===== config.mk =====
export PLATFORM = sky130hd
export DESIGN_NAME = mem_access_ctrl
export DESIGN_NICKNAME = d
export VERILOG_FILES = /design/src/rtl/mem_access_ctrl.sv
export SDC_FILE = /design/constraint.sdc
export NUM_CORES = 1
export LEC_CHECK = 0
export BUFFER_PORTS_ARGS = -buffer_cell sky130_fd_sc_hd__buf_2
export CAP_MARGIN = 20
export CORE_ASPECT_RATIO = 0.8
export CORE_MARGIN = 3
export CORE_UTILIZATION = 52
export DETAILED_ROUTE_END_ITERATION = 10
export GPL_ROUTABILITY_DRIVEN = 0
export PLACE_DENSITY = 0.8
export REMOVE_ABC_BUFFERS = 1
export SYNTH_ARGS = -nofsm -noshare
export SYNTH_HDL_FRONTEND = slang
export SYNTH_SLANG_ARGS = --single-unit
export TNS_END_PERCENT = 50

===== constraint.sdc =====
create_clock -name clk -period 3 [get_ports clk]
set_input_delay 0.45 -clock clk [delete_from_list [all_inputs] [get_ports clk]]
set_output_delay 0.45 -clock clk [all_outputs]
set_load 0.01 [all_outputs]

===== src/rtl/mem_access_ctrl.sv =====
// Data-memory access sequencer between the MEM stage muxes and the dcache port.
// Handles word/byte loads and stores plus the two-access LDI/STI pointer sequence.
module mem_access_ctrl #(
  parameter int WIDTH   = 16,
  parameter int TIMEOUT = 255
) (
  input  logic             clk,
  input  logic             reset,
  input  logic             req_valid,
  input  logic             req_read,
  input  logic             req_write,
  input  logic             req_indirect,
  input  logic             req_byte,
  input  logic [WIDTH-1:0] req_addr,
  input  logic [WIDTH-1:0] req_wdata,
  output logic             stall,
  output logic [WIDTH-1:0] rdata,
  output logic             rdata_valid,
  output logic             dmem_read,
  output logic             dmem_write,
  output logic [WIDTH-1:0] dmem_addr,
  output logic [WIDTH-1:0] dmem_wdata,
  output logic [1:0]       dmem_byte_enable,
  input  logic             dmem_resp,
  input  logic [WIDTH-1:0] dmem_rdata,
  output logic             timeout_err
);

  typedef enum logic [1:0] {IDLE, PTR, ACCESS, DONE} state_e;

  localparam logic [7:0] TO_LIM = 8'(TIMEOUT);

  state_e           state_q, state_d;
  logic [WIDTH-1:0] addr_q, addr_d;
  logic [WIDTH-1:0] wdata_q, wdata_d;
  logic [WIDTH-1:0] ptr_q, ptr_d;
  logic [WIDTH-1:0] rdata_q, rdata_d;
  logic             byte_q, byte_d;
  logic             wr_q, wr_d;
  logic             ind_q, ind_d;
  logic [7:0]       cnt_q, cnt_d;
  logic             err_q, err_d;

  logic             req_go;
  logic             to_hit;
  logic [WIDTH-1:0] eaddr;
  logic [7:0]       ld_byte;
  logic [WIDTH-1:0] ld_data;

  assign req_go  = req_valid & (req_read | req_write);
  assign to_hit  = (cnt_q == TO_LIM);
  assign eaddr   = (ind_q && state_q != PTR) ? ptr_q : addr_q;
  assign ld_byte = eaddr[0] ? dmem_rdata[15:8] : dmem_rdata[7:0];
  assign ld_data = byte_q ? {{(WIDTH-8){ld_byte[7]}}, ld_byte}
                          : dmem_rdata;

  always_ff @(posedge clk or posedge reset) begin
    if (reset) state_q <= IDLE;
    else       state_q <= state_d;
  end

  always_ff @(posedge clk or posedge reset) begin
    if (reset) begin
      addr_q  <= '0;
      wdata_q <= '0;
      ptr_q   <= '0;
      rdata_q <= '0;
      byte_q  <= 1'b0;
      wr_q    <= 1'b0;
      ind_q   <= 1'b0;
      cnt_q   <= '0;
      err_q   <= 1'b0;
    end else begin
      addr_q  <= addr_d;
      wdata_q <= wdata_d;
      ptr_q   <= ptr_d;
      rdata_q <= rdata_d;
      byte_q  <= byte_d;
      wr_q    <= wr_d;
      ind_q   <= ind_d;
      cnt_q   <= cnt_d;
      err_q   <= err_d;
    end
  end

  always_comb begin
    state_d = state_q;
    addr_d  = addr_q;
    wdata_d = wdata_q;
    ptr_d   = ptr_q;
    rdata_d = rdata_q;
    byte_d  = byte_q;
    wr_d    = wr_q;
    ind_d   = ind_q;
    cnt_d   = cnt_q;
    err_d   = err_q;
    unique case (state_q)
      IDLE: begin
        if (req_go) begin
          addr_d  = req_addr;
          wdata_d = req_wdata;
          byte_d  = req_byte;
          wr_d    = req_write;
          ind_d   = req_indirect;
          cnt_d   = '0;
          state_d = req_indirect ? PTR : ACCESS;
        end
      end
      PTR: begin
        // Abort takes priority: strobes are already dropped this cycle.
        if (to_hit) begin
          err_d   = 1'b1;
          rdata_d = '0;
          state_d = DONE;
        end else if (dmem_resp) begin
          ptr_d   = dmem_rdata;
          cnt_d   = '0;
          state_d = ACCESS;
        end else begin
          cnt_d = cnt_q + 8'd1;
        end
      end
      ACCESS: begin
        if (to_hit) begin
          err_d   = 1'b1;
          rdata_d = '0;
          state_d = DONE;
        end else if (dmem_resp) begin
          rdata_d = wr_q ? '0 : ld_data;
          state_d = DONE;
        end else begin
          cnt_d = cnt_q + 8'd1;
        end
      end
      DONE: state_d = IDLE;
      default: state_d = IDLE;
    endcase
  end

  always_comb begin
    dmem_read        = 1'b0;
    dmem_write       = 1'b0;
    dmem_byte_enable = 2'b00;
    dmem_wdata       = '0;
    unique case (state_q)
      PTR: begin
        dmem_read        = ~to_hit;
        dmem_byte_enable = to_hit ? 2'b00 : 2'b11;
      end
      ACCESS: begin
        dmem_read  = ~to_hit & ~wr_q;
        dmem_write = ~to_hit & wr_q;
        if (!to_hit)
          dmem_byte_enable = byte_q ? (eaddr[0] ? 2'b10 : 2'b01)
                                    : 2'b11;
        if (dmem_write)
          dmem_wdata = byte_q ? {wdata_q[7:0], wdata_q[7:0]}
                              : wdata_q;
      end
      default: ;
    endcase
  end

  assign dmem_addr   = {eaddr[WIDTH-1:1], 1'b0};
  assign stall       = req_go & (state_q != DONE);
  assign rdata_valid = (state_q == DONE);
  assign rdata       = rdata_q;
  assign timeout_err = err_q;

endmodule

After elaboration in Yosys (flattened, before gate mapping)
Index checks and enable logic that the tools add are counted.
{ "word_totals": {"register_bits": 78, "out_inout_bits": 55, "input_bits": 56, "wordCells": 73} }
{ "op_classes": {"bitwise_logic": 7, "addsub": 1, "eq_ne": 13, "n_mux": 31, "reduce_logical": 11} }
{ "op_table": {"columns": ["op", "n"], "rows": [
  ["$mux 16", 9],
  ["$mux 8", 6],
  ["$pmux 16 s2", 1],
  ["$pmux 8 s3", 1],
  ["$mux 2", 10],
  ["$ne 2x2->1 const B", 6],
  ["$reduce_and 3->1", 3],
  ["$add 8x1->8 const B", 1],
  ["$eq 8x8->1 const B", 1],
  ["$pmux 2 s4", 1],
  ["$ne 3x3->1 const B", 2],
  ["$reduce_and 5->1", 1],
  ["$and 1x1->1", 4],
  ["$eq 2x2->1 const B", 2],
  ["$pmux 2 s2", 1],
  ["$reduce_and 2->1", 2],
  ["$reduce_bool 3->1", 1],
  ["$eq 2x1->1 const B", 1],
  ["$logic_not 2->1", 1],
  ["$ne 2x1->1 const B", 1],
  ["$not 1->1", 2],
  ["$pmux 1 s2", 1],
  ["$reduce_bool 2->1", 1],
  ["$reduce_or 2->1", 1],
  ["other kinds (3)", 3]
]} }

Depth between registers and ports, before layout
{ "logic_depth": {"depth_word": 9, "ltp_mapped": 9, "ltp_nobuf": 7} }

Least setup slack after synthesis
Ideal clock, no wire load.
{ "synth_timing": {"path_kind": "reg2out", "start": "reg state_q[1]", "end": "out dmem_byte_enable[0]", "arrival_ns": 1.734, "stages_incl_launch_ff": 10, "required_time_ns": 2.550, "setup_slack_ns": 0.816, "n_path_buf": 2, "cell_sequence": "dfrtp_1 inv_1 ha_1 nor2b_1 buf_2 mux2i_1 nand2b_1 buf_2 a21oi_1 nor2_1"} }
{ "synth_via": {"elab_chain_len": 7, "elab_cells_between_ends": 9, "classes_between": "eq/ne: 3; mux: 5; reduce/logical: 1"} }
{ "synth_rtl": {"columns": ["item", "line", "text"], "rows": [
  ["start, declared", "33", "state_e state_q, state_d;"],
  ["start signal, assigned", "59", "else state_q <= state_d;"],
  ["$ne 2x1->1", "52", "assign eaddr = (ind_q && state_q != PTR) ? ptr_q : addr_q;"],
  ["$logic_and 1x1->1", "52", null],
  ["$mux 16", "52", null],
  ["$mux 2 (2 in series)", "154", "dmem_byte_enable = byte_q ? (eaddr[0] ? 2'b10 : 2'b01)"],
  ["$mux 2", "153", "if (!to_hit)"],
  ["$pmux 2 s2 *", "145", "unique case (state_q)"],
  ["end, declared", "23", "output logic [1:0] dmem_byte_enable,"]
]} }
Every way passes the cells marked *; elsewhere a longest branch is shown, timed or not.

Worst setup path after layout
{ "layout_timing": {"start": "reg cnt_q[0]", "end": "out dmem_wdata[3]"} }
{ "layout_via": {"elab_chain_len": 5} }
{ "layout_rtl": {"columns": ["item", "line", "text"], "rows": [
  ["start, declared", "41", "logic [7:0] cnt_q, cnt_d;"],
  ["start signal, assigned", "81", "cnt_q <= cnt_d;"],
  ["$eq 8x8->1", "51", "assign to_hit = (cnt_q == TO_LIM);"],
  ["$not 1->1", "152", "dmem_write = ~to_hit & wr_q;"],
  ["$and 1x1->1", "152", null],
  ["$mux 16", "156", "if (dmem_write)"],
  ["$mux 16", "145", null],
  ["end, declared", "22", "output logic [WIDTH-1:0] dmem_wdata,"]
]} }
No other way between the ends.

==> results.tsv <==
metric	value	unit
Clock Latency Late Sink	0.35	ns
Ys Warns	0	
relative slew slack	42.93	%
Simple-Gate Fraction of Synth Area	9.199	%
Synth Flop Type	dfrtp_1	
internal power	3.065	mW
area of the core	6993	µm²
CTS max path bufs	2	
Clock Tree Root	clkbuf_8	
Syn Area/Cell	11.79	µm²
Final Cycle Share	90.54	%
post-synthesis compound-gate area fraction	7.847	%
commonest non-fill, non-tap cell in the layout	buf_2	
dpl hpwl	6241	µm
global-route wire length before repair	13810	µm
initial antenna violation count	0	
CP max-delay cell	dfrtp_1	
sequential area share after synthesis	51.43	%
LEAKAGE	2.337	nW
Synth-to-Final Area Change	21.43	%
CP Class	reg -> out	
Fillers	559	
CP endpoint kind	primary output	
number of port buffers	109	
Final ANT Viol Nets	0	
mux share of post-synthesis cell area	25.85	%
row count	27	
Slew @ Worst Pin	0.8561	ns
Post-synth EDFFs	0	
largest net degree at the start of global routing	37	
power share of the clock group	15.9	%
critical path data required time	2.55	ns
nets	496	
Die Wd	101.5	µm
worst min-delay path class	in -> async	
Syn Inst Count	322	
Initial Utilization	54.27	%
async set-reset flop share out of synthesis	100.0	%
fin util	65.90	%
drt total wl	8467	µm
startpoint types	flop	
CP Max Fanout	9	
hold_buf cts	0	
CTS tree	yes	
Setup TNS	0	ns
wire per inst	16.10	µm
Max Slew Vio Count	0	
area share of the largest cell type after synthesis	51.43	%
max-cap violations	0	
Synth Register Bits	78	
CP max stage delay	0.40	ns
via count	2822	
die footprint	8365	µm²
ant diodes	0	
Psw	1.829	mW
VDD IR max	568.8	µV
vias in the first global route	2888	
dpl cell area	4403	µm²
post-synthesis cell type count	33	
CP cell instances	ha_1 -> nand4_1 -> or2_1 -> nand3_1 -> inv_1 -> and2_1 -> buf_2	
Final Hold Violating Endpoints	0	
htree depth	3	
Overall Global Routing Usage	21.42	%
total grt overflow	0	
final instance area	4608	µm²
I/O Pins	111	
most frequent cells in the layout	109 x buf_2, 78 x dfrtp_1, 56 x mux2_2	
post-synthesis adder-cell area fraction	1.978	%
DRT Pass-1 Iters	4	
Iter 0 DRT Violations	115	
status	completed	
RSZ-0062 raised after global routing	no	
top cells by area, synth	dfrtp_1 51%, mux2_2 17%, mux2i_1 5.3%, mux2_4 4.0%, o21ai_0 3.0%	
CTS sink count	78	
Clock Skew	0.009236	ns
Flop pwr share	37.9	%
CP Data Arrival Time	2.27	ns
Final setup viols	0	
chip height	82.41	µm
DRC viols	0	
cell taking the most area after synthesis	dfrtp_1	
post-layout min period	2.716	ns
Gate power share	46.2	%
Pwr per Cell Area	1062	nW/µm²
Sw Share	37.38	%
Max Freq	0.3682	GHz
vias per std cell	5.365	
layout cells sized above 1	46.01	%
post-CTS sizing	0	
Setup Buffers After CTS	0	
CTS buffer count	9	
Mapped Area	3795	µm²
post-synthesis xor/xnor area fraction	0	%
clock-pin slew on the worst setup and hold paths	0.08	ns
largest family of logic cells by synthesized area	multiplexers	
==> synthesized netlist by cell type, types with 2 or more instances <==
master and n:
o31ai_1 6, mux2i_1 20, inv_1 9, a21oi_1 7, nand4_1 2, dfrtp_1 78
mux2_4 10, ha_1 6, buf_1 2, o21ai_0 23, buf_2 7, and2_1 8
a21o_1 3, nor2_1 26, mux2_2 56, buf_6 4, nor2b_1 4, clkbuf_1 2
or2_1 2, nand2_1 24, nand3_1 7, o21ai_1 5
==> critical path, delay by kind of cell, from the launching register on <==
kind / cells / cell delay (ns)
and+or+nand+nor: 4 / 0.94
DFF: 1 / 0.40
buffers and inverters: 2 / 0.35
adders and majority gates: 1 / 0.22
==> per-stage QoR <==
stage	total power, mW	worst slack (ns)	hold WS (ns)	cells
after floorplan	3.330	0.03000	0.4422	306
after global placement	4.031	0.7226	0.4229	509
after detailed placement	4.128	0.6460	0.4257	509
after CTS	4.922	0.2558	0.04363	525
after global routing	5.263	0.07007	0.04594	526
final	4.894	0.2839	0.04774	526
==> path summary, 6_finish.rpt <==
path                            depth (start not counted)        start            end  slack (ns)
worst max-delay path                                    7     cnt_q[0]  dmem_wdata[3]        0.28
worst min-delay path                                    2        reset     state_q[1]        0.05
worst max register to register                          6   state_q[0]       rdata[9]        0.75
worst min register to register                          1  timeout_err    timeout_err        0.47
max in group asynchronous                               3        reset      rdata[12]        2.24
min in group clk                                        2  req_addr[5]      addr_q[5]        0.33
==> metal layers <==
metal	share of wire [%]	GRT usage, %
met1	43	26.29
met2	47	36.10
met3	7.9	6.633
met4	1.3	7.437
met5	0	0
==> logic make-up after synthesis <==
kind of cell,after synthesis
multiplexers,86
flip-flops,78
AND/OR/NAND/NOR,77
AO/OA/AOI/OAI,49
buffers and inverters,25
adder cells (fa/ha/maj),6
other,1
==> cell type report <==
class,instances,area [µm²],share of cell area [%]
Clock inverter,6,70.07,1.520
Clock buffer,10,127.6,2.769
Inverter,9,35.03,0.7602
Multi-Input combinational cell,219,1709,37.09
Timing Repair Buffer,117,605.6,13.14
Tap cell,87,108.9,2.362
Sequential cell,78,1952,42.36
==> registers in the layout, summed over array words and instances (netlist names) <==
name,flops
state_q,2
byte_q,1
cnt_q,8
timeout_err,1
rdata,16
wr_q,1
ind_q,1
addr_q,16
ptr_q,16
wdata_q,16
==> power by group through the flow <==
stage,logic (mW),registers (mW),clock network (mW)
floorplan,1.51,1.82,0
global placement,2.19,1.84,0
detailed placement,2.26,1.87,0
CTS,2.26,1.85,0.807
global route,2.49,1.92,0.854
finish,2.26,1.85,0.780
No activity file was read; power rests on OpenSTA's default activity.
